--- config.mk ---
export PLATFORM = sky130hd
export DESIGN_NAME = bcd_updown_timer
export DESIGN_NICKNAME = d
export VERILOG_FILES = /design/src/rtl/bcd_updown_timer_pkg.sv /design/src/rtl/bcd_updown_timer_bcd_digit.sv /design/src/rtl/bcd_updown_timer.sv
export SDC_FILE = /design/constraint.sdc
export NUM_CORES = 1
export LEC_CHECK = 0
export CORE_AREA = 4 4 85 87
export CTS_CLUSTER_DIAMETER = 150
export DETAILED_ROUTE_END_ITERATION = 6
export DIE_AREA = 0 0 89 91
export PLACE_DENSITY = 0.73
export SLEW_MARGIN = 20
export SYNTH_ARGS = -nofsm -noshare
export SYNTH_HDL_FRONTEND = slang
export SYNTH_SLANG_ARGS = --single-unit
--- constraint.sdc ---
create_clock -name MCLK -period 4.29 [get_ports MCLK]
set_clock_uncertainty 0.15 [all_clocks]
set_input_delay 0.858 -clock MCLK [delete_from_list [all_inputs] [get_ports MCLK]]
set_output_delay 0.858 -clock MCLK [all_outputs]
set_load 0.1 [all_outputs]
--- src/rtl/bcd_updown_timer_pkg.sv ---
// Shared constants, action encoding and helpers for the BCD up/down timer.
// Imported by the digit slice and the top.
package bcd_updown_timer_pkg;

    localparam logic [3:0] BCD_MAX = 4'd9;
    localparam logic [3:0] BCD_MIN = 4'd0;

    // Winning action for one cycle, highest priority first.
    typedef enum logic [1:0] {
        ACT_CLR   = 2'd0,
        ACT_LOAD  = 2'd1,
        ACT_START = 2'd2,
        ACT_STEP  = 2'd3
    } act_e;

    function automatic act_e pick_act(
        input logic clr,
        input logic ld,
        input logic start
    );
        act_e a;
        priority case (1'b1)
            clr:     a = ACT_CLR;
            ld:      a = ACT_LOAD;
            start:   a = ACT_START;
            default: a = ACT_STEP;
        endcase
        return a;
    endfunction

    function automatic logic [3:0] bcd_sat(input logic [3:0] d);
        return (d > BCD_MAX) ? BCD_MAX : d;
    endfunction

endpackage

--- src/rtl/bcd_updown_timer_bcd_digit.sv ---
// One BCD digit register with clear, load, inc and dec enables.
// Ripple enables come from the parent, already gated by lower digits.
module bcd_digit
    import bcd_updown_timer_pkg::*;
(
    input  logic       clk_i,
    input  logic       rst_ni,
    input  logic       clr_i,
    input  logic       ld_i,
    input  logic [3:0] ld_val_i,
    input  logic       inc_i,
    input  logic       dec_i,
    output logic [3:0] val_o,
    output logic       at_max_o,
    output logic       at_min_o
);

    logic [3:0] val_q;
    logic [3:0] val_d;

    always_comb begin
        val_d = val_q;
        priority case (1'b1)
            clr_i: val_d = BCD_MIN;
            ld_i:  val_d = bcd_sat(ld_val_i);
            inc_i: val_d = at_max_o ? BCD_MIN : val_q + 4'd1;
            dec_i: val_d = at_min_o ? BCD_MAX : val_q - 4'd1;
            default: ;
        endcase
    end

    always_ff @(posedge clk_i or negedge rst_ni) begin
        if (!rst_ni) begin
            val_q <= BCD_MIN;
        end else begin
            val_q <= val_d;
        end
    end

    assign val_o    = val_q;
    assign at_max_o = (val_q == BCD_MAX);
    assign at_min_o = (val_q == BCD_MIN);

endmodule

--- src/rtl/bcd_updown_timer.sv ---
// Multi-digit BCD up/down timer: prescaled run tick, manual step, load,
// countdown alarm with auto-stop, and carry/borrow pulses for cascading.
module bcd_updown_timer
    import bcd_updown_timer_pkg::*;
#(
    parameter int DIGITS   = 4,
    parameter int TICK_DIV = 25175000,
    parameter int PW       = 25
) (
    input  logic                MCLK,
    input  logic                RST_N,
    input  logic                START,
    input  logic                CLR,
    input  logic                LOAD,
    input  logic [4*DIGITS-1:0] LOAD_VAL,
    input  logic                UP,
    input  logic                INC,
    input  logic                DEC,
    output logic [4*DIGITS-1:0] Q,
    output logic                RUN,
    output logic                ZERO,
    output logic                ALARM,
    output logic                CARRY,
    output logic                BORROW
);

    localparam int QW = 4 * DIGITS;
    localparam logic [PW-1:0] PS_LAST = PW'(TICK_DIV - 1);

    act_e          act;
    logic          tick;
    logic          step_up;
    logic          step_dn;
    logic          term;
    logic [DIGITS:0] cin;
    logic [DIGITS:0] bin;
    logic [DIGITS-1:0] at_max;
    logic [DIGITS-1:0] at_min;

    logic [PW-1:0] presc_q, presc_d;
    logic          run_q, run_d;
    logic          alarm_q, alarm_d;
    logic          carry_q, carry_d;
    logic          borrow_q, borrow_d;

    assign act  = pick_act(CLR, LOAD, START);
    assign tick = run_q && (presc_q == PS_LAST);
    assign ZERO = (Q == '0);

    // A running down-tick from 1 lands on 0 and stops instead of wrapping.
    assign term = (act == ACT_STEP) && tick && !UP && (Q == QW'(1));

    always_comb begin
        step_up = 1'b0;
        step_dn = 1'b0;
        if (act == ACT_STEP) begin
            if (run_q) begin
                step_up = tick && UP;
                step_dn = tick && !UP;
            end else begin
                step_up = INC && !DEC;
                step_dn = DEC && !INC;
            end
        end
    end

    assign cin[0] = step_up;
    assign bin[0] = step_dn;

    for (genvar i = 0; i < DIGITS; i++) begin : g_dig
        logic [3:0] val;

        bcd_digit u_digit (
            .clk_i    (MCLK),
            .rst_ni   (RST_N),
            .clr_i    (act == ACT_CLR),
            .ld_i     (act == ACT_LOAD),
            .ld_val_i (LOAD_VAL[4*i +: 4]),
            .inc_i    (cin[i]),
            .dec_i    (bin[i]),
            .val_o    (val),
            .at_max_o (at_max[i]),
            .at_min_o (at_min[i])
        );

        assign Q[4*i +: 4] = val;
        assign cin[i+1]    = cin[i] & at_max[i];
        assign bin[i+1]    = bin[i] & at_min[i];
    end

    always_comb begin
        run_d    = run_q;
        alarm_d  = alarm_q;
        presc_d  = presc_q;
        carry_d  = 1'b0;
        borrow_d = 1'b0;
        unique case (act)
            ACT_CLR: begin
                run_d   = 1'b0;
                alarm_d = 1'b0;
                presc_d = '0;
            end
            ACT_LOAD: begin
                alarm_d = 1'b0;
                presc_d = '0;
            end
            ACT_START: begin
                alarm_d = 1'b0;
                presc_d = '0;
                // Nothing to count down from zero, so stay stopped.
                run_d   = run_q ? 1'b0 : (UP || !ZERO);
            end
            ACT_STEP: begin
                if (run_q) begin
                    presc_d = tick ? '0 : presc_q + PW'(1);
                end else begin
                    presc_d = '0;
                end
                if (term) begin
                    run_d   = 1'b0;
                    alarm_d = 1'b1;
                    presc_d = '0;
                end
                carry_d  = cin[DIGITS];
                borrow_d = bin[DIGITS];
            end
            default: ;
        endcase
    end

    always_ff @(posedge MCLK or negedge RST_N) begin
        if (!RST_N) begin
            presc_q  <= '0;
            run_q    <= 1'b0;
            alarm_q  <= 1'b0;
            carry_q  <= 1'b0;
            borrow_q <= 1'b0;
        end else begin
            presc_q  <= presc_d;
            run_q    <= run_d;
            alarm_q  <= alarm_d;
            carry_q  <= carry_d;
            borrow_q <= borrow_d;
        end
    end

    assign RUN    = run_q;
    assign ALARM  = alarm_q;
    assign CARRY  = carry_q;
    assign BORROW = borrow_q;

endmodule
==> metrics.csv <==
stage,metric,value,unit
floorplanning,std_cell_rows,29,
critical_path,cp-start-kind,flip-flop,
synthesis,synth-seq-cells,45,
clocking,cts_buffers,5,
critical_path,startpoint,g_dig[1].u_digit.val_o[0],
clocking,clock_path_buffers,2,
critical_path,critPathArrivalTime,2.28,ns
synthesis,synthesis.nets,405,
power_and_ir_drop,peakVddDrop,0.213,mV
clocking,cts_resized,0,
synthesis,synth_common_cells,"nor2_1, dfrtp_1, nand2_1, nand3_1, inv_1",
grt,grt_antenna_before_repair,0,
route,route.detailed.drc,0,
synthesis,ys_types,62,
synthesis,synth_edf_count,0,
min_path,hold_path_class,flip-flop to flip-flop,
clocking,root_buffer,clkbuf_8,
timing,fmax,304,MHz
synthesis,synth_area_leaders,"dfrtp_1, nor2_1, ha_1, nand2_1, xor2_1",
critical_path,reg2reg_depth,7,
job,cap_viol_max_count,0,
clocking,cts.sinks,45,
clocking,clk_latency,0.30,ns
critical_path,r2r_setup_slack,1.01,ns
route,antenna_left,0,
timing,finalWorstSetupSlack,1.00,ns
critical_path,r2r_start,presc_q[11],
synthesis,ys.flop_type,dfrtp_1,
synthesis,syn_area_per_cell,8.62,µm²
placement,io_buffers,44,
floorplanning,die_area,8100,µm²
floorplanning,die_x,89,µm
placement,place_inst,480,
timing,tightestPinTransition,0.974,ns
floorplanning,io_pins,45,
grt,grt_pass1_wl,13200,µm
critical_path,r2r_end,g_dig[3].u_digit.val_o[2],
route,first_iter_violations,154,
route,wl,7620,µm
layout,drive_gt1_frac,0.0657,
grt,grt_pass1_vias,2799,
floorplanning,die_h,91,µm
power_and_ir_drop,power_density,335,nW/µm²
critical_path,critPathCaptureType,primary output,
timing,rsz0062_at_grt,no,
critical_path,criticalPathCategory,flip-flop to primary output,
synthesis,async_flop_share,1.00,
layout,n_antenna_cell,0,
placement,post-place-ws,0.765,ns
route,wl_per_cell,15.6,µm
layout,n_fill_cell,569,
synthesis,yosys_warnings,0,
critical_path,cp_slowest_cell,dfrtp_1,
placement,hpwl,5640,µm
timing,setup_viol,0,
critical_path,worstPathRequired,3.28,ns
layout,nets,447,
synthesis,synth_top_cell_by_area,dfrtp_1,
grt,track_usage,0.199,
route,viasPerCell,5.82,
floorplanning,start_util,0.500,
clocking,cts_hold_buf,0,
synthesis,netlist.area_leader.share,0.355,
timing,fin_crit,3.29,ns
grt,grt_start_max_net_pins,46,
timing,finalHoldViolCount,0,
clocking,post_cts_buffers,0,
layout,stdcell_count,488,
critical_path,path_buf_inv,2,
critical_path,cp.depth,6,
clocking,clk_pin_slew,0.09,ns
critical_path,cpPeakStageDelay,0.48,ns
synthesis,synth_area,3170,µm²
route,dr.pass1.iters,4,
floorplanning,core-area,6350,µm²
critical_path,path_max_fanout,9,
clocking,htree_levels,2,
layout,area_growth,19.3,%
clocking,cts_tree,yes,
timing,slew_viol_final,0,
timing,slew_headroom,0.349,
placement,gp_routability_congestion,0.955,
timing,finalSetupTns,0,ns
critical_path,crit_chain,inv_1 -> ha_1 -> nand2_1 -> or3_1 -> nor2_1 -> buf_4,
grt,grt_overflow,0,
synthesis,postSynthCellCount,368,
synthesis,synth_seq_area_share,0.355,
status,outcome,"finished, final reports clean",
route,vias,2839,
critical_path,crit_family,simple AND/OR/NAND/NOR gates,
synthesis,yosysMostFrequentCell,nor2_1,
power_and_ir_drop,p_leak,1.56,nW
critical_path,cp-endpoint,ZERO,
timing,period_share,0.766,
## state kept, by name, indices dropped and copies added (netlist names)
signal and count:
CARRY 1, RUN 1, ALARM 1, presc_q 25, g_dig.u_digit.val_o 16, BORROW 1
## worst register-to-register path: cells and delay by family, from the launching register on
family / cells / cell delay (ns)
flip-flops: 1 / 0.44
AO/OA/AOI/OAI: 3 / 0.64
AND/OR/NAND/NOR: 4 / 1.98
## how the worst min path moves through the flow
| stage | from | end | cells past startpoint | slack, ns |
|---|---|---|---|---|
| floorplan | presc_q[0] | presc_q[0] | 1 | 0.28 |
| global placement | presc_q[0] | presc_q[0] | 1 | 0.30 |
| detailed placement | presc_q[0] | presc_q[0] | 1 | 0.31 |
| CTS | presc_q[0] | presc_q[0] | 1 | 0.32 |
| global route | presc_q[0] | presc_q[0] | 1 | 0.34 |
| finish | presc_q[0] | presc_q[0] | 1 | 0.32 |
## where the power goes
group,internal [W],leakage (nW),total [W],switching [W]
sequential,0.000441,0.611,0.000481,0.0000394
combinational,0.000131,0.878,0.000396,0.000265
clock,0.000235,0.0687,0.000391,0.000156
total,0.000807,1.56,0.00127,0.000461
## layout by cell type, fill, tap and decap left out, drive strengths merged, types with 5 or more instances in the layout
master,n
buf,5
clkdlybuf4s50,42
nor2,64
mux2i,8
a21oi,14
nand2,39
mux2,5
nor3,7
xnor2,8
clkbuf,5
nand3,18
ha,13
or3,7
inv,18
o21ai,17
dfrtp,45
nand2b,5
xor2,16
## metrics by stage
stage	hold slack, ns	total power (W)	utilization	cell area [µm²]
2_1_floorplan	0.283	0.000776	-	3170
3_3_place_gp	0.298	0.000878	0.574	3640
3_5_place_dp	0.307	0.000881	0.574	3640
4_1_cts	0.320	0.00128	0.595	3780
5_1_grt	0.336	0.00133	0.596	3780
6_report	0.318	0.00127	0.596	3780
## logic make-up (layout without fill, tap and decap cells)
kind of cell | after synthesis | count (layout) | synth area share
adder cells (fa/ha/maj) | 13 | 13 | 0.0513
multiplexers | 14 | 14 | 0.0501
AO/OA/AOI/OAI | 75 | 75 | 0.170
XOR/XNOR | 24 | 24 | 0.0663
AND/OR/NAND/NOR | 168 | 168 | 0.261
buffers and inverters | 29 | 72 | 0.0458
flip-flops | 45 | 45 | 0.355
## routing by layer
layer  global-route usage  vias to the layer above  wire length [µm]
li1                     -                     1391                 -
met1                0.278                     1371              3620
met2                0.317                       65              3550
met3               0.0398                       12               348
met4               0.0434                        0               102
met5                    0                        -                 0
## area by class of cell
| type | instances | area (µm²) | area share |
|---|---|---|---|
| flip-flops and latches | 45 | 1130 | 0.298 |
| multi-input cells | 294 | 1900 | 0.502 |
| repair buffers | 47 | 458 | 0.121 |
| inverters | 17 | 63.8 | 0.0169 |
| clock inverters | 3 | 68.8 | 0.0182 |
| clock buffers | 5 | 68.8 | 0.0182 |
| well taps | 77 | 96.3 | 0.0255 |
No activity file was read; power rests on OpenSTA's default activity.
